$ cat config.mk
export PLATFORM = sky130hd
export DESIGN_NAME = conv_engine_flat
export DESIGN_NICKNAME = d
export VERILOG_FILES = /design/src/rtl/conv_pkg.sv /design/src/rtl/conv_engine_if.sv /design/src/rtl/conv_mac.sv /design/src/rtl/conv_engine.sv /design/src/flat_wrapper.sv
export SDC_FILE = /design/constraint.sdc
export NUM_CORES = 1
export LEC_CHECK = 0
export CORE_MARGIN = 2
export CORE_UTILIZATION = 45
export CTS_CLUSTER_SIZE = 16
export DETAILED_ROUTE_END_ITERATION = 8
export GPL_TIMING_DRIVEN = 0
export PLACE_DENSITY_LB_ADDON = 0.1
export SETUP_SLACK_MARGIN = 0.4
export SYNTH_ARGS = -nofsm -noshare
export SYNTH_HDL_FRONTEND = slang
export SYNTH_SLANG_ARGS = --single-unit
$ cat constraint.sdc
create_clock -name clk -period 6.4 [get_ports clk]
set_input_delay 1.6 -clock clk [delete_from_list [all_inputs] [get_ports clk]]
set_output_delay 1.6 -clock clk [all_outputs]
set_load 0.03 [all_outputs]
$ cat src/rtl/conv_pkg.sv
// conv_pkg: shared types and constant helpers for the convolution engine.
//   conv_state_e : control FSM state encoding
//   acc_width()  : accumulator width that cannot overflow for a K*K dot product
//   out_dim()    : valid (unpadded) output extent along one axis
package conv_pkg;

  typedef enum logic [2:0] {
    StIdle,
    StLoadk,
    StFetch,
    StDrain,
    StWrite,
    StDone
  } conv_state_e;

  function automatic int acc_width(input int data_w, input int ksize);
    return 2 * data_w + $clog2(ksize * ksize);
  endfunction

  function automatic int out_dim(input int img, input int k, input int stride);
    return (img - k) / stride + 1;
  endfunction

endpackage

$ cat src/rtl/conv_engine_if.sv
// conv_engine_if: control and memory bus of the convolution engine.
//   start/relu/x_base/w_base/z_base : job request (sampled in idle)
//   rd_en/rd_addr -> rd_data         : memory read, data valid the cycle after rd_en
//   wr_en/wr_addr/wr_data            : memory write
//   busy/done                        : job status
// modport master: the engine side; modport slave: the environment side.
interface conv_engine_if #(
  parameter int DATA_W = 8,
  parameter int ADDR_W = 8
);
  logic                     start;
  logic                     relu;
  logic        [ADDR_W-1:0] x_base;
  logic        [ADDR_W-1:0] w_base;
  logic        [ADDR_W-1:0] z_base;
  logic                     rd_en;
  logic        [ADDR_W-1:0] rd_addr;
  logic signed [DATA_W-1:0] rd_data;
  logic                     wr_en;
  logic        [ADDR_W-1:0] wr_addr;
  logic signed [DATA_W-1:0] wr_data;
  logic                     busy;
  logic                     done;

  modport master (
    input  start, relu, x_base, w_base, z_base, rd_data,
    output rd_en, rd_addr, wr_en, wr_addr, wr_data, busy, done
  );

  modport slave (
    output start, relu, x_base, w_base, z_base, rd_data,
    input  rd_en, rd_addr, wr_en, wr_addr, wr_data, busy, done
  );
endinterface

$ cat src/rtl/conv_mac.sv
// conv_mac: signed multiply-accumulate with synchronous clear and a
// saturating / ReLU output stage.
//   clk, rst_n : clock, async active-low reset
//   i_clear    : zero the accumulator (wins over i_en)
//   i_en       : add i_pix * i_wgt to the accumulator
//   i_relu     : force negative results to 0
//   o_result   : accumulator saturated to the signed DATA_W range
module conv_mac
  import conv_pkg::*;
#(
  parameter int DATA_W = 8,
  parameter int KSIZE  = 3
) (
  input  logic                     clk,
  input  logic                     rst_n,
  input  logic                     i_clear,
  input  logic                     i_en,
  input  logic                     i_relu,
  input  logic signed [DATA_W-1:0] i_pix,
  input  logic signed [DATA_W-1:0] i_wgt,
  output logic signed [DATA_W-1:0] o_result
);

  localparam int AccW = acc_width(DATA_W, KSIZE);

  localparam logic signed [AccW-1:0] SatMax = {{(AccW - DATA_W + 1){1'b0}}, {(DATA_W - 1){1'b1}}};
  localparam logic signed [AccW-1:0] SatMin = {{(AccW - DATA_W + 1){1'b1}}, {(DATA_W - 1){1'b0}}};

  logic signed [2*DATA_W-1:0] w_prod;
  logic signed [AccW-1:0]     w_prod_ext;
  logic signed [AccW-1:0]     r_acc;

  assign w_prod     = i_pix * i_wgt;
  assign w_prod_ext = AccW'(w_prod);

  always_ff @(posedge clk or negedge rst_n) begin
    if (!rst_n) begin
      r_acc <= '0;
    end else if (i_clear) begin
      r_acc <= '0;
    end else if (i_en) begin
      r_acc <= r_acc + w_prod_ext;
    end
  end

  always_comb begin
    o_result = r_acc[DATA_W-1:0];
    if (i_relu && r_acc[AccW-1]) begin
      o_result = '0;
    end else if (r_acc > SatMax) begin
      o_result = {1'b0, {(DATA_W - 1){1'b1}}};
    end else if (r_acc < SatMin) begin
      o_result = {1'b1, {(DATA_W - 1){1'b0}}};
    end
  end

endmodule

$ cat src/rtl/conv_engine.sv
// conv_engine: valid (unpadded) 2-D convolution of an IMG_H x IMG_W image with
// a KSIZE x KSIZE kernel, both read from memory, results written row-major.
//   clk, rst_n : clock, async active-low reset
//   bus        : conv_engine_if.master (job request, memory read/write, busy/done)
// Per job: K*K+1 cycles to load weights, then K*K fetch + 1 drain + 1 write
// cycles per output, then a single done cycle.
module conv_engine
  import conv_pkg::*;
#(
  parameter int DATA_W = 8,
  parameter int ADDR_W = 8,
  parameter int KSIZE  = 3,
  parameter int IMG_W  = 5,
  parameter int IMG_H  = 5,
  parameter int STRIDE = 1
) (
  input  logic          clk,
  input  logic          rst_n,
  conv_engine_if.master bus
);

  localparam int KK   = KSIZE * KSIZE;
  localparam int OH   = out_dim(IMG_H, KSIZE, STRIDE);
  localparam int OW   = out_dim(IMG_W, KSIZE, STRIDE);
  localparam int CntW = $clog2(KK + 1);
  localparam int KW   = $clog2(KSIZE + 1);
  localparam int OrW  = $clog2(OH + 1);
  localparam int OcW  = $clog2(OW + 1);

  conv_state_e r_state, w_state_next;

  logic [CntW-1:0]   r_cnt;
  logic [KW-1:0]     r_ki, r_kj;
  logic [OrW-1:0]    r_orow;
  logic [OcW-1:0]    r_ocol;
  logic [ADDR_W-1:0] r_xb, r_wb, r_zb;
  logic              r_relu;

  // Weight file is a circular shift register: the tap in use is always
  // entry 0, so no indexed read is needed and K*K rotations restore order.
  logic signed [DATA_W-1:0] r_wgt [KK];

  logic                     w_load_done, w_last_tap, w_last_out;
  logic                     w_mac_clear, w_mac_en, w_wgt_load, w_wgt_shift;
  logic signed [DATA_W-1:0] w_mac_out;

  assign w_load_done = (r_cnt == CntW'(KK));
  assign w_last_tap  = (r_cnt == CntW'(KK - 1));
  assign w_last_out  = (r_orow == OrW'(OH - 1)) && (r_ocol == OcW'(OW - 1));

  // rd_data lags rd_en by one cycle, so tap n is consumed while tap n+1 is read.
  assign w_wgt_load  = (r_state == StLoadk) && (r_cnt != '0);
  assign w_mac_clear = (r_state == StFetch) && (r_cnt == '0);
  assign w_mac_en    = ((r_state == StFetch) && (r_cnt != '0)) || (r_state == StDrain);
  assign w_wgt_shift = w_wgt_load || w_mac_en;

  // State register
  always_ff @(posedge clk or negedge rst_n) begin
    if (!rst_n) begin
      r_state <= StIdle;
    end else begin
      r_state <= w_state_next;
    end
  end

  // Next-state logic
  always_comb begin
    w_state_next = r_state;
    case (r_state)
      StIdle:  if (bus.start) w_state_next = StLoadk;
      StLoadk: if (w_load_done) w_state_next = StFetch;
      StFetch: if (w_last_tap) w_state_next = StDrain;
      StDrain: w_state_next = StWrite;
      StWrite: w_state_next = w_last_out ? StDone : StFetch;
      StDone:  w_state_next = StIdle;
      default: w_state_next = StIdle;
    endcase
  end

  // Job parameters and loop counters
  always_ff @(posedge clk or negedge rst_n) begin
    if (!rst_n) begin
      r_cnt  <= '0;
      r_ki   <= '0;
      r_kj   <= '0;
      r_orow <= '0;
      r_ocol <= '0;
      r_xb   <= '0;
      r_wb   <= '0;
      r_zb   <= '0;
      r_relu <= 1'b0;
    end else begin
      case (r_state)
        StIdle: begin
          if (bus.start) begin
            r_xb   <= bus.x_base;
            r_wb   <= bus.w_base;
            r_zb   <= bus.z_base;
            r_relu <= bus.relu;
            r_cnt  <= '0;
            r_ki   <= '0;
            r_kj   <= '0;
            r_orow <= '0;
            r_ocol <= '0;
          end
        end
        StLoadk: r_cnt <= w_load_done ? '0 : r_cnt + CntW'(1);
        StFetch: begin
          r_cnt <= w_last_tap ? '0 : r_cnt + CntW'(1);
          if (r_kj == KW'(KSIZE - 1)) begin
            r_kj <= '0;
            r_ki <= (r_ki == KW'(KSIZE - 1)) ? '0 : r_ki + KW'(1);
          end else begin
            r_kj <= r_kj + KW'(1);
          end
        end
        StWrite: begin
          if (r_ocol == OcW'(OW - 1)) begin
            r_ocol <= '0;
            r_orow <= r_orow + OrW'(1);
          end else begin
            r_ocol <= r_ocol + OcW'(1);
          end
        end
        default: ;
      endcase
    end
  end

  // Weight storage; contents are meaningless until a full load completes.
  always_ff @(posedge clk) begin
    if (w_wgt_shift) begin
      for (int i = 0; i < KK - 1; i++) begin
        r_wgt[i] <= r_wgt[i+1];
      end
      r_wgt[KK-1] <= w_wgt_load ? bus.rd_data : r_wgt[0];
    end
  end

  conv_mac #(
    .DATA_W (DATA_W),
    .KSIZE  (KSIZE)
  ) u_mac (
    .clk      (clk),
    .rst_n    (rst_n),
    .i_clear  (w_mac_clear),
    .i_en     (w_mac_en),
    .i_relu   (r_relu),
    .i_pix    (bus.rd_data),
    .i_wgt    (r_wgt[0]),
    .o_result (w_mac_out)
  );

  // Outputs; address sums are truncated to ADDR_W so they wrap naturally.
  always_comb begin
    bus.rd_en   = 1'b0;
    bus.rd_addr = '0;
    bus.wr_en   = 1'b0;
    bus.wr_addr = '0;
    bus.wr_data = '0;
    bus.busy    = 1'b0;
    bus.done    = 1'b0;
    case (r_state)
      StLoadk: begin
        bus.busy = 1'b1;
        if (!w_load_done) begin
          bus.rd_en   = 1'b1;
          bus.rd_addr = r_wb + ADDR_W'(r_cnt);
        end
      end
      StFetch: begin
        bus.busy    = 1'b1;
        bus.rd_en   = 1'b1;
        bus.rd_addr = r_xb + ADDR_W'((32'(r_orow) * 32'(STRIDE) + 32'(r_ki)) * 32'(IMG_W)
                                     + 32'(r_ocol) * 32'(STRIDE) + 32'(r_kj));
      end
      StDrain: bus.busy = 1'b1;
      StWrite: begin
        bus.busy    = 1'b1;
        bus.wr_en   = 1'b1;
        bus.wr_addr = r_zb + ADDR_W'(32'(r_orow) * 32'(OW) + 32'(r_ocol));
        bus.wr_data = w_mac_out;
      end
      StDone:  bus.done = 1'b1;
      default: ;
    endcase
  end

endmodule

$ cat src/flat_wrapper.sv
// flat-port wrapper written by rule: the top's interface ports become plain ports
module conv_engine_flat import conv_pkg::*;
#(
  parameter int DATA_W = 8,
  parameter int ADDR_W = 8,
  parameter int KSIZE  = 3,
  parameter int IMG_W  = 5,
  parameter int IMG_H  = 5,
  parameter int STRIDE = 1
)
  (clk, rst_n, bus_start, bus_relu, bus_x_base, bus_w_base, bus_z_base, bus_rd_data, bus_rd_en, bus_rd_addr, bus_wr_en, bus_wr_addr, bus_wr_data, bus_busy, bus_done);
  conv_engine_if #(.DATA_W(DATA_W), .ADDR_W(ADDR_W)) bus_i ();
  input  logic clk;
  input  logic rst_n;
  input wire logic [$bits(bus_i.start)-1:0] bus_start;
  input wire logic [$bits(bus_i.relu)-1:0] bus_relu;
  input wire logic [$bits(bus_i.x_base)-1:0] bus_x_base;
  input wire logic [$bits(bus_i.w_base)-1:0] bus_w_base;
  input wire logic [$bits(bus_i.z_base)-1:0] bus_z_base;
  input wire logic [$bits(bus_i.rd_data)-1:0] bus_rd_data;
  output wire logic [$bits(bus_i.rd_en)-1:0] bus_rd_en;
  output wire logic [$bits(bus_i.rd_addr)-1:0] bus_rd_addr;
  output wire logic [$bits(bus_i.wr_en)-1:0] bus_wr_en;
  output wire logic [$bits(bus_i.wr_addr)-1:0] bus_wr_addr;
  output wire logic [$bits(bus_i.wr_data)-1:0] bus_wr_data;
  output wire logic [$bits(bus_i.busy)-1:0] bus_busy;
  output wire logic [$bits(bus_i.done)-1:0] bus_done;
  assign bus_i.start = bus_start;
  assign bus_i.relu = bus_relu;
  assign bus_i.x_base = bus_x_base;
  assign bus_i.w_base = bus_w_base;
  assign bus_i.z_base = bus_z_base;
  assign bus_i.rd_data = bus_rd_data;
  assign bus_rd_en = bus_i.rd_en;
  assign bus_rd_addr = bus_i.rd_addr;
  assign bus_wr_en = bus_i.wr_en;
  assign bus_wr_addr = bus_i.wr_addr;
  assign bus_wr_data = bus_i.wr_data;
  assign bus_busy = bus_i.busy;
  assign bus_done = bus_i.done;
  conv_engine #(.DATA_W(DATA_W), .ADDR_W(ADDR_W), .KSIZE(KSIZE), .IMG_W(IMG_W), .IMG_H(IMG_H), .STRIDE(STRIDE)) u_core (.clk(clk), .rst_n(rst_n), .bus(bus_i));
endmodule
### Word level (Yosys, flattened, before mapping)

Memories as Yosys holds them, arrays and structs flattened.
Cells that the tools add are included.
Widths: inputs -> output; s select.

* flip-flop bits (word level): 60
* latch bits: 0
* bits in writable memories: 72
* memory bits (read-only): 0
* input port bits: 36
* output and inout bits: 28
* memories: 1

Memory list
* u_core.r_wgt: words 9, bits a word 8, rd ports 9, clocked after memory_dff 0, write ports 9, line conv_engine.sv:41 `logic signed [DATA_W-1:0] r_wgt [KK];`

* add/subtract/negate cells: 13
* multipliers: 3
* divide/modulo/power cells: 0
* order comparisons: 2
* eq/ne operators: 16
* shift-type cells: 0
* mux-type cells: 36
* bitwise gates (word level): 0
* reductions and logical operators: 22

Operators with widths (number)
* $mux 8: 7
* $mux 20: 2
* $mul 32x3->8 const B: 1
* $add 20x16->20: 1
* $gt 20x8->1 const B: 1
* $lt 20x8->1 const B: 1
* $add 8x2->8: 2
* $add 8x8->8: 2
* $mul 8x8->16: 1
* $pmux 2 s2: 4
* $pmux 8 s2: 1
* $pmux 3 s5: 1
* $mux 2: 6
* $mux 3: 4
* $mux 4: 3
* $pmux 4 s3: 1
* $reduce_and 3->1: 3
* $add 2x1->2 const B: 4
* $add 8x4->8: 1
* $eq 2x2->1 const B: 4
* $eq 4x4->1 const B: 2
* $reduce_and 2->1: 4
* $eq 3x2->1 const B: 2
* $eq 3x3->1 const B: 2
* other kinds (17): 32

### Logic depth before layout (Yosys ltp)

Gate-level depths: netlist of run 1.

* depth after elaboration: 6
* gate-level depth with buffers: 20
* depth with buffers taken out: 19

### Cells and area by module

Synthesis of run 1 repeated with hierarchy kept, for this count alone.

* cell total of the unflattened synthesis: 879
* area, all modules: 9790.6 µm²

By module, submodules not included
* conv_engine: instances 1, cells each 416, area an instance 5268.8 µm²
* conv_mac: instances 1, cells each 463, area an instance 4521.8 µm²

### Worst setup path after synthesis of run 1

OpenSTA, ideal clock, no wires.

* kind: input port to flip-flop
* start point: in bus_rd_data[7]
* end point: reg u_core.u_mac.r_acc[18]
* setup time: 0.132 ns
* data arrival time: 6.204 ns
* data required time: 6.268 ns
* setup slack: 0.063 ns
* stages on the path: 16
* buffers on the path: 0
* cells stage by stage: and2_1 > inv_1 > fa_1 > inv_1 > fa_1 > fa_1 > fa_1 > fa_1 > ha_1 > o21a_1 > o31a_1 > o32ai_2 > o21ai_1 > o41ai_2 > xor2_1 > o21ai_1

* cells in the longest elaborated chain, start to end: 4

Ends and longest elaborated chain
* start: declaration: line flat_wrapper.sv:20 `input wire logic [$bits(bus_i.rd_data)-1:0] bus_rd_data;`
* $mul 8x8->16: line conv_mac.sv:33 `assign w_prod = i_pix * i_wgt;`
* $add 20x16->20: line conv_mac.sv:42 `r_acc <= r_acc + w_prod_ext;`
* $mux 20: line conv_mac.sv:41 `end else if (i_en) begin`
* $mux 20: line conv_mac.sv:39 `end else if (i_clear) begin`
* end signal: assignment: line conv_mac.sv:42
* end: declaration: line conv_mac.sv:31 `logic signed [AccW-1:0] r_acc;`

No other way between the ends. The select of a mux whose other input is x is not followed.
A chain may end at the register's enable or synchronous reset.

### Worst setup path after layout of run 1

* start point: in bus_rd_data[7]
* end point: reg u_core.u_mac.r_acc[19]

Same word-level chain as after synthesis.

==> run metrics, run 1 <==
post-synth top area cell edfxtp_1; Vias a little over 6,000; ys flop type edfxtp_1; largest net degree at the start of global routing 61; Bufs on Longest Clock Path 2; routing usage on met1 0.2566; Initial DRC Count 272; clock slew at reported path FFs ~0.060 ns; Nets 1,160; worst r2r path cells 15; Port Buffer Count 63; DR WL/cell 15.83 um; placed wire-length estimate 14.60 mm; Yosys reg bits 132; CTS tree done; Root Buffer clkbuf_16; Arrival @ worst endpoint 6.26 ns; area share of the largest cell type after synthesis 0.2281; DRT Pass-1 Iters 4; Critical Path Start bus_rd_data[7]; max-cap violation count 0; HP Class flip-flop to flip-flop; CTS Buf Count 17; fin. max-slew vios 0; status finished, final reports clean; post-synthesis cell type count 55; Tot GR Track Use 0.1908; post-synthesis cell count 860; yosys synthesis warning count 0; Worst slew margin 0.4517; Die X roughly 150 um; Tightest Pin Transition 0.8225 ns; busiest grt layer met2; final setup fails 0; sequential-to-total area share from yosys stat 0.3865; EDFF count, synth 72; vias in the first global route 6,614; RR Startpoint u_core.r_wgt[0][1]; clock latency on the worst-skew pair 0.42 ns; drt drc 0; antenna-violating nets left 0; unrepaired setup endpoints after global routing yes; Routability Congestion 0.8360; depth of the worst hold-timing path 0; Max Fanout on Critical Path 9; Hold Path Origin u_core.r_wgt[0][33]; Antenna Cells 0; Place WS -0.7885 ns; largest cells by area after synthesis edfxtp_1 (23%), fa_1 (21%), dfrtp_1 (16%); Worst setup EP type flip-flop; Final Cycle Share 0.9302; syn avg cell area 11.02 um2; M2 GR Usage 0.3210; fmax 168.0 MHz; Post-CTS Hold Buffers 0; Initial Util 0.4552; wirelength, routed 19.60 mm; Die Ht 149.1 um; share of cells above drive strength 1 0.08723; final worst path period need between 5 and 6 ns; initial antenna violation count 0; Mapped Nets 1,070; Crit Path Class primary input to flip-flop; crit start category primary input; Mapped Area between 9000 and 10,000 um2; Layout Skew 0.01060 ns; clock sink total 132; GR Util met3 0.03578; Die ar. 22,240 um2; H-Tree Depth 4; Area Growth Syn to Fin 18.69%; drt via density 4.952; Core Footprint roughly 21,000 um2; row count 53; first-pass GRT wire length 33.04 mm; final worst slack 0.4470 ns; count of final hold-check violations 0; total gr overflow 0; I/O pins 64; Async SR Flop Fraction 0.4545; Worst Path Required 6.71 ns
[cell type report]
class                      count  area [um2]
fill                        1927        9573
multi-input combinational    586        5455
sequential                   132        3664
timing repair buffer          71       660.6
inverter                     126       476.7
clock buffer                  18       429.2
tap                          275       344.1
clock inverter                14       151.4
buffer                        16       68.82
[registers in the layout, summed over array words and instances (netlist names)]
register and flops:
u_core.r_state 3, u_core.r_xb 8, u_core.u_mac.r_acc 20, u_core.r_zb 8
u_core.r_orow 2, u_core.r_wgt 72, u_core.r_cnt 4, u_core.r_ki 2
u_core.r_kj 2, u_core.r_wb 8, u_core.r_relu 1, u_core.r_ocol 2
[per-layer routing]
metal / wire, um / vias up
met5: 0 / -
met3: 648 / 15
li1: - / 2997
met2: 9758 / 77
met4: 210 / 0
met1: 8984 / 3041
[cells in the mapped netlist (2+ instances only)]
cell and instances:
inv_1 126, xnor2_1 18, fa_1 98, nor4_1 3
nand2b_1 8, nor2b_1 14, mux2_1 8, a21o_1 11
o21ai_0 21, o21a_1 5, nor3_1 8, nor2_1 42
o21ai_1 15, edfxtp_1 72, o22ai_1 10, a21oi_1 15
o31ai_1 2, and2_1 33, xor2_1 18, nand2_1 125
o41ai_1 2, and3_1 3, nand3_1 9, mux2_2 3
a211oi_1 2, a22o_1 9, a31oi_1 2, ha_1 76
a211o_1 3, dfrtp_1 60, clkbuf_1 14, o21bai_1 2
[timing repair]
| action | in CTS | in global routing |
|---|---|---|
| pin swaps | 2 | 17 |
| buffers inserted | 4 | 3 |
| endpoints found under the setup margin | 12 | 9 |
| resized for setup | 42 | 31 |
[layout by cell type, fill, tap and decap left out, types with 3 or more instances in the layout]
master	n
inv_1	124
nand2_1	123
fa_1	96
edfxtp_1	72
ha_1	68
dfrtp_1	60
clkdlybuf4s50_1	50
nor2_1	42
and2_1	31
o21ai_0	21
xor2_1	18
xnor2_1	17
clkbuf_16	17
clkbuf_1	15
a21oi_1	15
nor2b_1	14
o21ai_1	14
a21o_1	11
o22ai_1	10
nand3_1	9
a22o_1	9
buf_4	9
nor3_1	8
mux2_1	8
ha_4	8
nand2b_1	7
buf_2	7
clkinvlp_4	6
o21a_1	5
inv_6	4
nor4_1	3
mux2_2	3
a211o_1	3
[kinds of logic after synthesis]
kind of cell / share of synthesized area
AO/OA/AOI/OAI: 0.07776
XOR/XNOR: 0.03498
adder cells (fa/ha/maj): 0.3073
flip-flops: 0.3865
buffers and inverters: 0.05716
multiplexers: 0.01307
AND/OR/NAND/NOR: 0.1232
[critical path, stage by stage]
cell and delay (ns):
buf_4 0.16, and2_4 0.15, buf_4 0.18, fa_1 0.50, inv_1 0.07, fa_1 0.51, inv_1 0.06, fa_1 0.56
fa_1 0.43, ha_1 0.30, ha_1 0.32, and3_4 0.20, nand3_1 0.08, or3b_4 0.43, a32oi_4 0.30, xnor2_2 0.15
o21ai_1 0.08, a22o_1 0.18
[final timing paths]
path / end / slack (ns)
max in group asynchronous: u_core.r_state[0] / 4.63
setup reg to reg: u_core.u_mac.r_acc[19] / 1.08
hold reg to reg: u_core.r_wgt[0][25] / 0.41
setup / recovery: u_core.u_mac.r_acc[19] / 0.45
hold / removal: u_core.r_wgt[0][25] / 0.41
min in group asynchronous: u_core.r_wb[6] / 1.27
[stage by stage]
step                instances  setup TNS [ns]  utilization  hold slack [ns]  area [um2]
floorplan                 860               0            -           0.4003        9494
global placement         1198          -4.467       0.5028           0.4021       10470
detailed placement       1199          -4.258       0.5040           0.4045       10490
CTS                      1235               0       0.5348           0.4078       11140
global route             1238               0       0.5403           0.4135       11250
finish                   1238               0       0.5403           0.4057       11250
Power of run 1 is not shown: default switching activity piles up to over one toggle a cycle in this logic, so the estimate is an artifact.
==> inputs of run 2 (changes only) <==
--- a/config.mk
+++ b/config.mk
@@ -6,9 +6,11 @@
 export NUM_CORES = 1
 export LEC_CHECK = 0
 export CORE_MARGIN = 2
-export CORE_UTILIZATION = 45
+export CORE_UTILIZATION = 65
+export CTS_CLUSTER_DIAMETER = 50
 export CTS_CLUSTER_SIZE = 16
 export DETAILED_ROUTE_END_ITERATION = 8
+export DONT_BUFFER_PORTS = 1
 export GPL_TIMING_DRIVEN = 0
 export PLACE_DENSITY_LB_ADDON = 0.1
 export SETUP_SLACK_MARGIN = 0.4
==> run metrics, run 2 (synthesis gave the netlist of run 1 again) <==
max-cap violation count 0; fin. max-slew vios 0; clock latency on the worst-skew pair 0.42 ns; Arrival @ worst endpoint around 6.2 ns; DR WL/cell 17.46 um; Root Buffer clkbuf_16; Post-CTS Hold Buffers 0; Crit Path Class primary input to flip-flop; fmax 169.5 MHz; Tot GR Track Use 0.2622; antenna-violating nets left 0; HP Class flip-flop to flip-flop; initial antenna violation count 0; H-Tree Depth 4; Antenna Cells 0; Die Ht 124.8 um; CP max-delay cell fa_2; share of cells above drive strength 1 0.06473; drt via density 5.681; Worst Path Required 6.71 ns; worst path cell trace nand2_1 > inv_1 > fa_2 > inv_2 > fa_1 > inv_1 > fa_1 > fa_1 > ha_1 > ha_4 > and3_1 > nand3_1 > or3b_4 > a32oi_2 > xnor2_1 > o21ai_1 > a22o_1; CTS Buf Count 17; Max Fanout on Critical Path 9; final worst path period need ~5.9 ns; Bufs on Longest Clock Path 2; Core Footprint ~14,000 um2; Initial DRC Count 395; status finished, final reports clean; placed cell area 9738 um2; most used cell, CP fa_1; wirelength, routed 18.86 mm; max reg flops 72; unrepaired setup endpoints after global routing yes; Layout Skew 0.008455 ns; vias in the first global route about 6,600; Nets about 1,100; CTS tree done; final worst slack 0.5010 ns; Port Buffer Count 0; row count between 40 and 50; fin area 10,370 um2; Initial Util 0.6596; Tightest Pin Transition 1.007 ns; DRT Pass-1 Iters 4; Die X roughly 120 um; Routability Congestion 0.9125; max incr delay on CP around 0.58 ns; clock slew at reported path FFs 0.06 ns; biggest regs u_core.r_wgt (72), u_core.u_mac.r_acc (20); Worst slew margin 0.3272; first-pass GRT wire length 32.29 mm; final setup fails 0; I/O pins 64; commonest non-fill, non-tap cell in the layout nand2_1; Place WS -0.07992 ns; placed wire-length estimate around 14 mm; Top reg by flops u_core.r_wgt; largest net degree at the start of global routing 73; Die ar. 15,560 um2; Area Growth Syn to Fin 9.452%; crit start category primary input; most frequent cells in the layout nand2_1 (125), inv_1 (124), fa_1 (96); Vias 6,136; count of final hold-check violations 0; total gr overflow 0; drt drc 0; Final Cycle Share 0.9217; clock sink total roughly 130; Worst setup EP type flip-flop
run 2: changes by cell type in the layout (fill, tap and decap cells not counted), moves of 3 or more:
cell	delta
buf_2	-6
buf_4	-5
clkdlybuf4s50_1	-50
clkinvlp_4	-3
ha_1	+6
ha_4	-6
inv_6	-3
run 2: layer usage:
metal	global-route usage	wire length, um	part of all wire	vias to the layer above
met2	0.4410	9646	0.51	158
met5	0	0	0	-
met1	0.3413	7862	0.42	3083
li1	-	-	-	2869
met3	0.06486	1024	0.054	26
met4	0.07601	323	0.017	0
run 2: final timing paths:
| path | to | cells past startpoint | slack [ns] | startpoint |
|---|---|---|---|---|
| setup / recovery | u_core.u_mac.r_acc[19] | 17 | 0.50 | bus_rd_data[7] |
| hold / removal | u_core.r_wgt[0][35] | 0 | 0.41 | u_core.r_wgt[0][43] |
| max in group asynchronous | u_core.r_xb[4] | 0 | 5.41 | rst_n |
| min in group asynchronous | u_core.r_zb[5] | 0 | 0.87 | rst_n |
| setup reg to reg | u_core.u_mac.r_acc[19] | 17 | 1.00 | u_core.r_wgt[0][2] |
| hold reg to reg | u_core.r_wgt[0][35] | 0 | 0.41 | u_core.r_wgt[0][43] |
run 2: worst max-delay path: cells and delay by family:
family	cells	cell delay (ns)
compound gates	3	0.50
xor+xnor	1	0.20
fa+ha+maj	6	2.78
buf+inv	3	0.24
simple gates	4	0.86
run 2: final cells by class:
cell class / count / area, um2
sequential: 132 / 3664
fill: 989 / 3995
inverter: 126 / 476.7
clock buffer: 21 / 471.7
buffer: 16 / 68.82
multi-input combinational: 586 / 5334
tap: 184 / 230.2
clock inverter: 11 / 98.84
timing repair buffer: 4 / 30.03
run 2: repair_timing:
item,4_1_cts,5_1_grt
gates resized for setup,1,6
pin swaps,0,0
buffers inserted,2,2
endpoints found under the setup margin,1,4
run 2: metrics by stage:
step,util,hold WS (ns),std cells,TNS [ns]
after floorplan,-,0.4003,860,0
after global placement,0.6768,0.4049,1044,0
after detailed placement,0.6777,0.4045,1044,-0.07992
after CTS,0.7187,0.4169,1078,0
after global routing,0.7220,0.4214,1080,0
final,0.7220,0.4148,1080,0
Power of run 2 is left out for the same reason.
==> inputs of run 3 (changes only) <==
--- a/config.mk
+++ b/config.mk
@@ -5,6 +5,8 @@
 export SDC_FILE = /design/constraint.sdc
 export NUM_CORES = 1
 export LEC_CHECK = 0
+export ABC_AREA = 1
+export CAP_MARGIN = 20
 export CORE_MARGIN = 2
 export CORE_UTILIZATION = 65
 export CTS_CLUSTER_DIAMETER = 50
@@ -13,6 +15,7 @@
 export DONT_BUFFER_PORTS = 1
 export GPL_TIMING_DRIVEN = 0
 export PLACE_DENSITY_LB_ADDON = 0.1
+export REMOVE_ABC_BUFFERS = 1
 export SETUP_SLACK_MARGIN = 0.4
 export SYNTH_ARGS = -nofsm -noshare
 export SYNTH_HDL_FRONTEND = slang
==> run metrics, run 3 <==
DRT Pass-1 Iters 5; Routability Congestion ~0.89; Worst slew margin 0.3271; initial antenna violation count 0; yosys synthesis warning count 0; XOR/XNOR Fraction of Synth Area 0.003540; area fraction in compound gates after synthesis 0.06385; Post-CTS Hold Buffers 0; sequential-to-total area share from yosys stat 0.3702; Bufs on Longest Clock Path 2; EDFF count, synth 72; multiplexer area fraction after synthesis 0.006828; Hold WS approximately 0.42 ns; Initial Util 0.6583; H-Tree Depth 4; unrepaired setup endpoints after global routing no; clock slew at reported path FFs 0.06 ns; most common library cells after synthesis nand2_1 (269), inv_1 (216), fa_1 (98); final worst path period need ~5.6 ns; Worst setup EP type flip-flop; Arrival @ worst endpoint 5.93 ns; Worst Path Required 6.72 ns; leakage ~5.4 nW; final setup fails 0; clock latency on the worst-skew pair 0.43 ns; Root Buffer clkbuf_16; Place WS 0.3156 ns; wirelength, routed 18.70 mm; ys flop type edfxtp_1; share of cells above drive strength 1 0.05483; worst path cell trace nand2_1 > inv_1 > fa_1 > inv_1 > fa_1 > inv_1 > fa_1 > inv_1 > fa_1 > inv_1 > ha_1 > ha_1 > nand2_1 > inv_1 > a21oi_1 > nand2_1 > a21oi_1 > nand3_1 > nand3_1 > nand2_1; Async SR Flop Fraction 0.4545; final worst slack a little under 0.8 ns; Yosys reg bits approximately 130; post-synthesis cell type count between 40 and 50; crit start category primary input; most frequent cells in the layout nand2_1 (268), inv_1 (216), fa_1 (98); Setup TNS 0 ns; max reg flops 72; antenna-violating nets left 0; Mapped Area around 9900 um2; Layout Skew 0.007982 ns; cell area power density 523.5 nW/um2; Die Ht 127.4 um; count of final hold-check violations 0; fmax 178.2 MHz; syn avg cell area 9.274 um2; CTS Buf Count 17; # fillers 1,142; post-synthesis cell count 1,067; placed wire-length estimate 14.11 mm; post-cts resize count 0; area share of the largest cell type after synthesis 0.2185; Antenna Cells 0; Crit Path Class primary input to flip-flop; largest net degree at the start of global routing 73; Nets ~1,300; drt via density around 5.4; adder-cell share of the synthesized area 0.2943; Post-Synth Simple-Gate Area 0.1655; Initial DRC Count 394; total gr overflow 0; row count 45; biggest regs u_core.r_wgt (72), u_core.u_mac.r_acc (20); HP Class flip-flop to flip-flop; drt drc 0; DR WL/cell 14.80 um; Max VDD drop 0.0003368 V; largest cells by area after synthesis edfxtp_1 (22%), fa_1 (20%), dfrtp_1 (15%); Die ar. 16,230 um2; CP max-delay cell fa_1; Die X around 130 um; Tot GR Track Use 0.2566; Top reg by flops u_core.r_wgt; largest family of logic cells by synthesized area adder cells; post-synth top area cell edfxtp_1; I/O pins 64; status finished, final reports clean; Port Buffer Count 0; most used cell, CP inv_1; Max Fanout on Critical Path 9; Final Cycle Share 0.8770; Post-CTS Setup Inserts 0; max-cap violation count 0; first-pass GRT wire length 32.57 mm; area occupied by multi-input gates 5293 um2; commonest non-fill, non-tap cell in the layout nand2_1; Core Footprint around 15,000 um2; count leader, synth nand2_1; vias in the first global route between 6,000 and 7,000; CTS tree done; Register Area roughly 3700 um2; fin. max-slew vios 0; clock sink total 132; Tightest Pin Transition 1.002 ns; max incr delay on CP 0.66 ns; Vias between 6,000 and 7,000; Area Growth Syn to Fin 7.587%
==> run 3: cells by family after synthesis <==
| group | Yosys count |
|---|---|
| and+or+nand+nor | 388 |
| buffers and inverters | 249 |
| adders and majority gates | 174 |
| DFF | 132 |
| AOI/OAI and AO/OA | 114 |
| muxes | 6 |
| xor gates and xnor gates | 4 |
==> run 3: final timing paths <==
kind	from	endpoint	slack [ns]	cells past startpoint
min	u_core.r_wgt[0][38]	u_core.r_wgt[0][30]	0.42	0
max in group asynchronous	rst_n	u_core.u_mac.r_acc[16]	5.43	0
min reg2reg	u_core.r_wgt[0][38]	u_core.r_wgt[0][30]	0.42	0
max	bus_rd_data[7]	u_core.u_mac.r_acc[19]	0.79	20
min in group asynchronous	rst_n	u_core.u_mac.r_acc[2]	0.86	0
max reg2reg	u_core.r_wgt[0][2]	u_core.u_mac.r_acc[19]	1.29	20
==> run 3: cell type report <==
class | instances | share of cell area
inverters | 225 | 0.07933
clock inverters | 14 | 0.01563
repair buffers | 1 | 0.001410
flip-flops and latches | 132 | 0.3441
multi-input cells | 686 | 0.4971
clock buffers | 18 | 0.04031
well taps | 188 | 0.02209
==> run 3: metal layers <==
| layer | share of wire | vias up | GRT usage |
|---|---|---|---|
| met5 | 0 | - | 0 |
| met4 | 0.027 | 0 | 0.1002 |
| met3 | 0.054 | 38 | 0.06323 |
| met2 | 0.49 | 158 | 0.4228 |
| met1 | 0.43 | 3242 | 0.3310 |
| li1 | - | 3357 | - |
==> run 3: critical path, delay by kind of cell <==
family / cells / cell delay, ns
and+or+nand+nor: 6 / 0.55
adders and majority gates: 6 / 2.94
buffers and inverters: 6 / 0.55
AOI/OAI and AO/OA: 2 / 0.30
==> run 3: where the power goes <==
part | internal, mW | switching, mW | leakage (nW)
clock network | 0.584 | 0.401 | 0.282
logic | 1.33 | 2.23 | 3.75
registers | 0.955 | 0.0716 | 1.35
==> run 3: per-stage QoR <==
stage	utilization	std cells	power [mW]	instance area [um2]
after floorplan	-	1043	3.795	9793
after global placement	0.6671	1231	4.466	10030
after detailed placement	0.6686	1232	4.566	10050
after CTS	0.7082	1264	5.592	10650
after global routing	0.7082	1264	6.213	10650
final	0.7082	1264	5.574	10650
Power figures use the tool's default switching activity.
